==> src/rtl/apb_mem_slave_if.sv <==
// APB signal bundle between one master and the apb_mem_slave word memory.
interface apb_mem_slave_if #(
    parameter int ADDR_WIDTH = 32,
    parameter int DATA_WIDTH = 32
);
    logic [ADDR_WIDTH-1:0] paddr;
    logic                  pwrite;
    logic [DATA_WIDTH-1:0] pwdata;
    logic [3:0]            pstrb;
    logic                  psel;
    logic                  penable;
    logic [DATA_WIDTH-1:0] prdata;
    logic                  pready;
    logic                  pslverr;

    modport master (
        output paddr, pwrite, pwdata, pstrb, psel, penable,
        input  prdata, pready, pslverr
    );

    modport slave (
        input  paddr, pwrite, pwdata, pstrb, psel, penable,
        output prdata, pready, pslverr
    );
endinterface

==> src/rtl/apb_mem_slave.sv <==
// APB slave backed by a DEPTH-word register memory with fixed wait states,
// byte strobes, error response on bad addresses and a saturating error counter.
module apb_mem_slave #(
    parameter int ADDR_WIDTH  = 32,
    parameter int DATA_WIDTH  = 32,
    parameter int DEPTH       = 64,
    parameter int WAIT_CYCLES = 2
) (
    input  logic                clk,
    input  logic                rst,
    apb_mem_slave_if.slave      bus,
    output logic [7:0]          err_count
);
    localparam int IDX_W = (DEPTH > 1) ? $clog2(DEPTH) : 1;
    localparam int CNT_W = (WAIT_CYCLES > 0) ? $clog2(WAIT_CYCLES + 1) : 1;

    typedef enum logic [1:0] {IDLE, WAIT, DONE} state_t;

    state_t                state, state_n;
    logic [CNT_W-1:0]      cnt, cnt_n;

    logic [IDX_W-1:0]      lat_idx;
    logic                  lat_err;
    logic                  lat_write;
    logic [DATA_WIDTH-1:0] lat_wdata;
    logic [3:0]            lat_strb;

    logic [DATA_WIDTH-1:0] mem [DEPTH];

    logic                  pready_r, pready_n;
    logic                  pslverr_r, pslverr_n;
    logic [DATA_WIDTH-1:0] prdata_r, prdata_n;

    logic                  access;
    logic                  start;
    logic [ADDR_WIDTH-3:0] word_addr;
    logic                  dec_err;
    logic [IDX_W-1:0]      dec_idx;
    logic                  eff_err;
    logic                  eff_write;
    logic [IDX_W-1:0]      eff_idx;
    logic                  commit;
    logic                  err_inc;

    always_comb begin
        access    = bus.psel & bus.penable;
        start     = (state == IDLE) & access;
        word_addr = bus.paddr[ADDR_WIDTH-1:2];
        dec_err   = (word_addr >= (ADDR_WIDTH-2)'(DEPTH)) | (bus.paddr[1:0] != 2'b00);
        dec_idx   = bus.paddr[IDX_W+1:2];
        // With zero wait states DONE follows IDLE directly, so use the live decode.
        eff_err   = start ? dec_err     : lat_err;
        eff_write = start ? bus.pwrite  : lat_write;
        eff_idx   = start ? dec_idx     : lat_idx;
        commit    = (state == DONE) & access & ~lat_err & lat_write;
        err_inc   = (state == DONE) & access & lat_err & (err_count != 8'hFF);
    end

    always_ff @(posedge clk) begin
        if (rst) begin
            state <= IDLE;
            cnt   <= '0;
        end else begin
            state <= state_n;
            cnt   <= cnt_n;
        end
    end

    // cnt counts the WAIT cycles still to spend, including the current one.
    always_comb begin
        state_n = state;
        cnt_n   = cnt;
        unique case (state)
            IDLE: begin
                if (access) begin
                    cnt_n   = CNT_W'(WAIT_CYCLES);
                    state_n = (WAIT_CYCLES == 0) ? DONE : WAIT;
                end
            end
            WAIT: begin
                if (!access) begin
                    state_n = IDLE;
                    cnt_n   = '0;
                end else if (cnt <= CNT_W'(1)) begin
                    state_n = DONE;
                    cnt_n   = '0;
                end else begin
                    cnt_n = cnt - CNT_W'(1);
                end
            end
            DONE: begin
                state_n = IDLE;
            end
            default: begin
                state_n = IDLE;
                cnt_n   = '0;
            end
        endcase
    end

    always_comb begin
        pready_n  = (state_n == DONE);
        pslverr_n = (state_n == DONE) & eff_err;
        prdata_n  = prdata_r;
        if ((state_n == DONE) && !eff_write) begin
            prdata_n = eff_err ? '0 : mem[eff_idx];
        end
    end

    always_ff @(posedge clk) begin
        if (rst) begin
            pready_r  <= 1'b0;
            pslverr_r <= 1'b0;
            prdata_r  <= '0;
            err_count <= '0;
            lat_idx   <= '0;
            lat_err   <= 1'b0;
            lat_write <= 1'b0;
            lat_wdata <= '0;
            lat_strb  <= '0;
        end else begin
            pready_r  <= pready_n;
            pslverr_r <= pslverr_n;
            prdata_r  <= prdata_n;
            if (err_inc) begin
                err_count <= err_count + 8'd1;
            end
            if (start) begin
                lat_idx   <= dec_idx;
                lat_err   <= dec_err;
                lat_write <= bus.pwrite;
                lat_wdata <= bus.pwdata;
                lat_strb  <= bus.pstrb;
            end
        end
    end

    always_ff @(posedge clk) begin
        if (rst) begin
            for (int unsigned w = 0; w < DEPTH; w++) begin
                mem[w] <= '0;
            end
        end else if (commit) begin
            for (int unsigned i = 0; i < 4; i++) begin
                if (lat_strb[i]) begin
                    mem[lat_idx][8*i +: 8] <= lat_wdata[8*i +: 8];
                end
            end
        end
    end

    assign bus.pready  = pready_r;
    assign bus.pslverr = pslverr_r;
    assign bus.prdata  = prdata_r;
endmodule

==> src/flat_wrapper.sv <==
// flat-port wrapper written by rule: the top's interface ports become plain ports
module apb_mem_slave_flat 
#(
    parameter int ADDR_WIDTH  = 32,
    parameter int DATA_WIDTH  = 32,
    parameter int DEPTH       = 64,
    parameter int WAIT_CYCLES = 2
)
  (clk, rst, err_count, bus_paddr, bus_pwrite, bus_pwdata, bus_pstrb, bus_psel, bus_penable, bus_prdata, bus_pready, bus_pslverr);
  apb_mem_slave_if #(.ADDR_WIDTH(ADDR_WIDTH), .DATA_WIDTH(DATA_WIDTH)) bus_i ();
  input  logic clk;
  input  logic rst;
  output logic [7:0] err_count;
  input wire logic [$bits(bus_i.paddr)-1:0] bus_paddr;
  input wire logic [$bits(bus_i.pwrite)-1:0] bus_pwrite;
  input wire logic [$bits(bus_i.pwdata)-1:0] bus_pwdata;
  input wire logic [$bits(bus_i.pstrb)-1:0] bus_pstrb;
  input wire logic [$bits(bus_i.psel)-1:0] bus_psel;
  input wire logic [$bits(bus_i.penable)-1:0] bus_penable;
  output wire logic [$bits(bus_i.prdata)-1:0] bus_prdata;
  output wire logic [$bits(bus_i.pready)-1:0] bus_pready;
  output wire logic [$bits(bus_i.pslverr)-1:0] bus_pslverr;
  assign bus_i.paddr = bus_paddr;
  assign bus_i.pwrite = bus_pwrite;
  assign bus_i.pwdata = bus_pwdata;
  assign bus_i.pstrb = bus_pstrb;
  assign bus_i.psel = bus_psel;
  assign bus_i.penable = bus_penable;
  assign bus_prdata = bus_i.prdata;
  assign bus_pready = bus_i.pready;
  assign bus_pslverr = bus_i.pslverr;
  apb_mem_slave #(.ADDR_WIDTH(ADDR_WIDTH), .DATA_WIDTH(DATA_WIDTH), .DEPTH(DEPTH), .WAIT_CYCLES(WAIT_CYCLES)) u_core (.clk(clk), .rst(rst), .bus(bus_i), .err_count(err_count));
endmodule
==> config.mk <==
export PLATFORM = sky130hd
export DESIGN_NAME = apb_mem_slave_flat
export DESIGN_NICKNAME = d
export VERILOG_FILES = /design/src/rtl/apb_mem_slave_if.sv /design/src/rtl/apb_mem_slave.sv /design/src/flat_wrapper.sv
export SDC_FILE = /design/constraint.sdc
export NUM_CORES = 2
export LEC_CHECK = 0
export CELL_PAD_IN_SITES_DETAIL_PLACEMENT = 0
export CELL_PAD_IN_SITES_GLOBAL_PLACEMENT = 2
export CORE_UTILIZATION = 45
export CTS_CLUSTER_DIAMETER = 80
export DETAILED_ROUTE_END_ITERATION = 10
export PLACE_DENSITY = 0.91
export SLEW_MARGIN = 20
export SYNTH_ARGS = -nofsm -noshare
export SYNTH_HDL_FRONTEND = slang
export SYNTH_SLANG_ARGS = --single-unit
==> constraint.sdc <==
create_clock -name clk -period 4.75 [get_ports clk]
set_input_delay 0.475 -clock clk [delete_from_list [all_inputs] [get_ports clk]]
set_output_delay 0.475 -clock clk [all_outputs]
set_load 0.02 [all_outputs]
==> results.md <==
- Die span in x: about 470 um
- Fin crit period: 3.93 ns
- Least-Margin Pin Slew: 1.24 ns
- Crit path DAT: 4.48 ns
- Max clock buf depth: 3
- CTS tree: done
- Seq/Total Area, Yosys: 0.640
- Leading post-synthesis cells by cell area: edfxtp_1, and2_1, nand2_1
- Worst Skew: about 0.034 ns
- Yosys top cell by area: edfxtp_1
- Dpl cells: between 10k and 15k
- Largest vdd supply drop: approximately 290 uV
- Final setup vio count: 0
- Final Max Slew Viols: 0
- Met3 Use GR: 0.0522
- Hold Fails Final Rpt: 0
- Starting Density: 0.454
- CTS buffer count: roughly 220
- Slew margin rel.: 0.172
- Vias in the first global route: ~66k
- CP cell instances: nor3b_1 > nand2_1 > nor2_1 > or2_2
- Postcts setup bufs: 0
- Startpoint Class: flop
- Worst Hold Class: in -> reg
- Vias per cell: between 5 and 6
- Detailed Route WL: approximately 320,000 um
- Met1 Use GR: 0.380
- Max-cap viol count: 0
- PostCTS Resize Cnt: 0
- Clock-pin slew on the worst setup and hold paths: 0.06 ns
- CP max FO: 10
- Number of routed nets with antenna violations: 0
- Largest net degree at the start of global routing: around 160
- Met2 Use GR: 0.447
- Syn_nets: approximately 8.8k
- Worst-Skew Late Latency: 0.89 ns
- First-pass GRT wire length: ~460,000 um
- Status: completed
- Slowest library cell on the worst path: nand2_1
- PortBufs: 114
- Most used routing layer: met2
- Layout Cells excl Fill: 11.7k
- Area share of the largest cell type after synthesis: 0.621
- Die height: 471 um
- DP HPWL: 200,000 um
- Synth Flop Type: edfxtp_1
- Syn Area/Cell: 11.3 um^2
- Vias: roughly 69k
- # hold bufs at CTS: 1
- Req. time, crit path: between 5 and 6 ns
- GRT Residual Overflow: 0
- Core ar.: 0.218 mm^2
- GR Util All Layers: 0.283
- Flops & latches, synth: between 2k and 2.5k
- Async S/R FF share, synth: 0
- Fraction of layout cells with a size suffix above 1: 0.0998
- Synth-to-layout area growth: 11.4%
- Ys Warns: 0
- Gp weighted congestion: between 0.8 and 0.9
- Initial DRC Count: around 8.5k
- RSZ-0062 raised after global routing: false
- H-tree levels: 4
- Root buf cell: clkbuf_16
- Period utilization: 0.827
- Max Fclk: roughly 250 MHz
- Post-synth EDFFs: slightly above 2k
- Initial antenna violation count: 21
- Clock sinks: roughly 2.1k
- Final TNS setup: 0 ns
- Die area: 0.222 mm^2
- Most frequent cells in the layout: and2_1, edfxtp_1, nand2_1, nand3_1, a21oi_1
- CP Capture Type: flop
- CP Class: reg -> reg
- Total power: roughly 42 mW
- Final #Nets: roughly 8.7k
- Drt drc: 0
- Syn Inst Count: 8,729
- 1st-pass router iterations: 8
- Max incr delay on CP: 1.04 ns
- Drt wl/cell: approximately 27 um
- Pleak: roughly 40 nW
- Synth Cell Area: between 0.09 and 0.1 mm^2
- Row count: 171
- Pwr dens: roughly 380 mW/mm^2
- Library cells used by synthesis: 56
- Ports: ~120
## worst paths after layout
path	cells past startpoint	endpoint	slack (ns)	from
max	4	u_core.mem[10][15]	0.82	u_core.lat_idx[1]
min reg2reg	2	u_core.lat_strb[3]	0.47	u_core.lat_strb[3]
min	3	u_core.lat_wdata[7]	0.13	bus_pwdata[7]
max reg2reg	4	u_core.mem[10][15]	0.82	u_core.lat_idx[1]
## layout make-up
| cell class | instances | area (um^2) |
|---|---|---|
| diodes | 9 | 22.5 |
| clock inverters | 147 | 1100 |
| inverters | 9 | 33.8 |
| well taps | 2854 | 3570 |
| multi-input cells | 5913 | 33000 |
| clock buffers | 274 | 5810 |
| repair buffers | 329 | 3350 |
| flip-flops and latches | 2138 | 63400 |
| fillers | 19000 | 108000 |
## kinds of logic (layout without fill, tap and decap cells)
logic type / Yosys count / count (layout) / synth area share
AOI/OAI and AO/OA: 957 / 957 / 0.0639
muxes: 108 / 108 / 0.0147
and+or+nand+nor: 4842 / 4842 / 0.252
DFF: 2138 / 2138 / 0.640
other: 0 / 9 / 0
xor gates and xnor gates: 5 / 5 / 0.000443
buffers and inverters: 678 / 759 / 0.0297
adders and majority gates: 1 / 1 / 0.000126
## sequential cells by signal, indices dropped and copies added (netlist names), 2 cells and up, named ones only
name               cells
u_core.bus.prdata     32
u_core.cnt             2
u_core.err_count       8
u_core.lat_idx         6
u_core.lat_strb        4
u_core.lat_wdata      32
u_core.mem          2048
u_core.state           2
## stage by stage
step | hold WS [ns] | utilization | instance area [um^2] | worst slack, ns
finish | 0.133 | 0.506 | 110000 | 0.824
floorplan | 0.437 | - | 99000 | 2.24
CTS | 0.0934 | 0.506 | 110000 | 0.880
detailed placement | 0.463 | 0.474 | 103000 | 0.349
global route | 0.125 | 0.506 | 110000 | 0.781
global placement | 0.456 | 0.474 | 103000 | 0.359
## power by group
| group | switching (mW) | internal (mW) | leakage, nW |
|---|---|---|---|
| combinational | 2.27 | 0.905 | 14.6 |
| clock | 7.47 | 9.36 | 3.38 |
| sequential | 0.486 | 21.2 | 21.9 |
| total | 10.2 | 31.4 | 39.9 |
## synthesized netlist by cell type (27+ instances only)
master    count
nand3_1     429
clkbuf_1    415
a41oi_1      36
mux2i_1      76
a221oi_1     89
a22oi_1      72
and3_1       27
buf_1        46
edfxtp_1   2048
or2_2       257
nor2_1      292
o21ai_0      55
a21oi_1     385
a31oi_1     151
dfxtp_1      90
buf_2       184
nand4_1      82
mux4_2       28
a32oi_1      72
nand2_1    1653
and2_1     2048
## per-layer routing
metal  share of wire  vias to the layer above
met5         0.00032                        -
met4           0.046                       20
met2            0.46                     3480
met3           0.092                      620
li1                -                    30300
met1            0.40                    34300
## worst max-delay path, delay by kind of cell (launching register included)
family / cells / cell delay, ns
and+or+nand+nor: 4 / 3.01
DFF: 1 / 0.58
(Power assumes the default switching activity.)
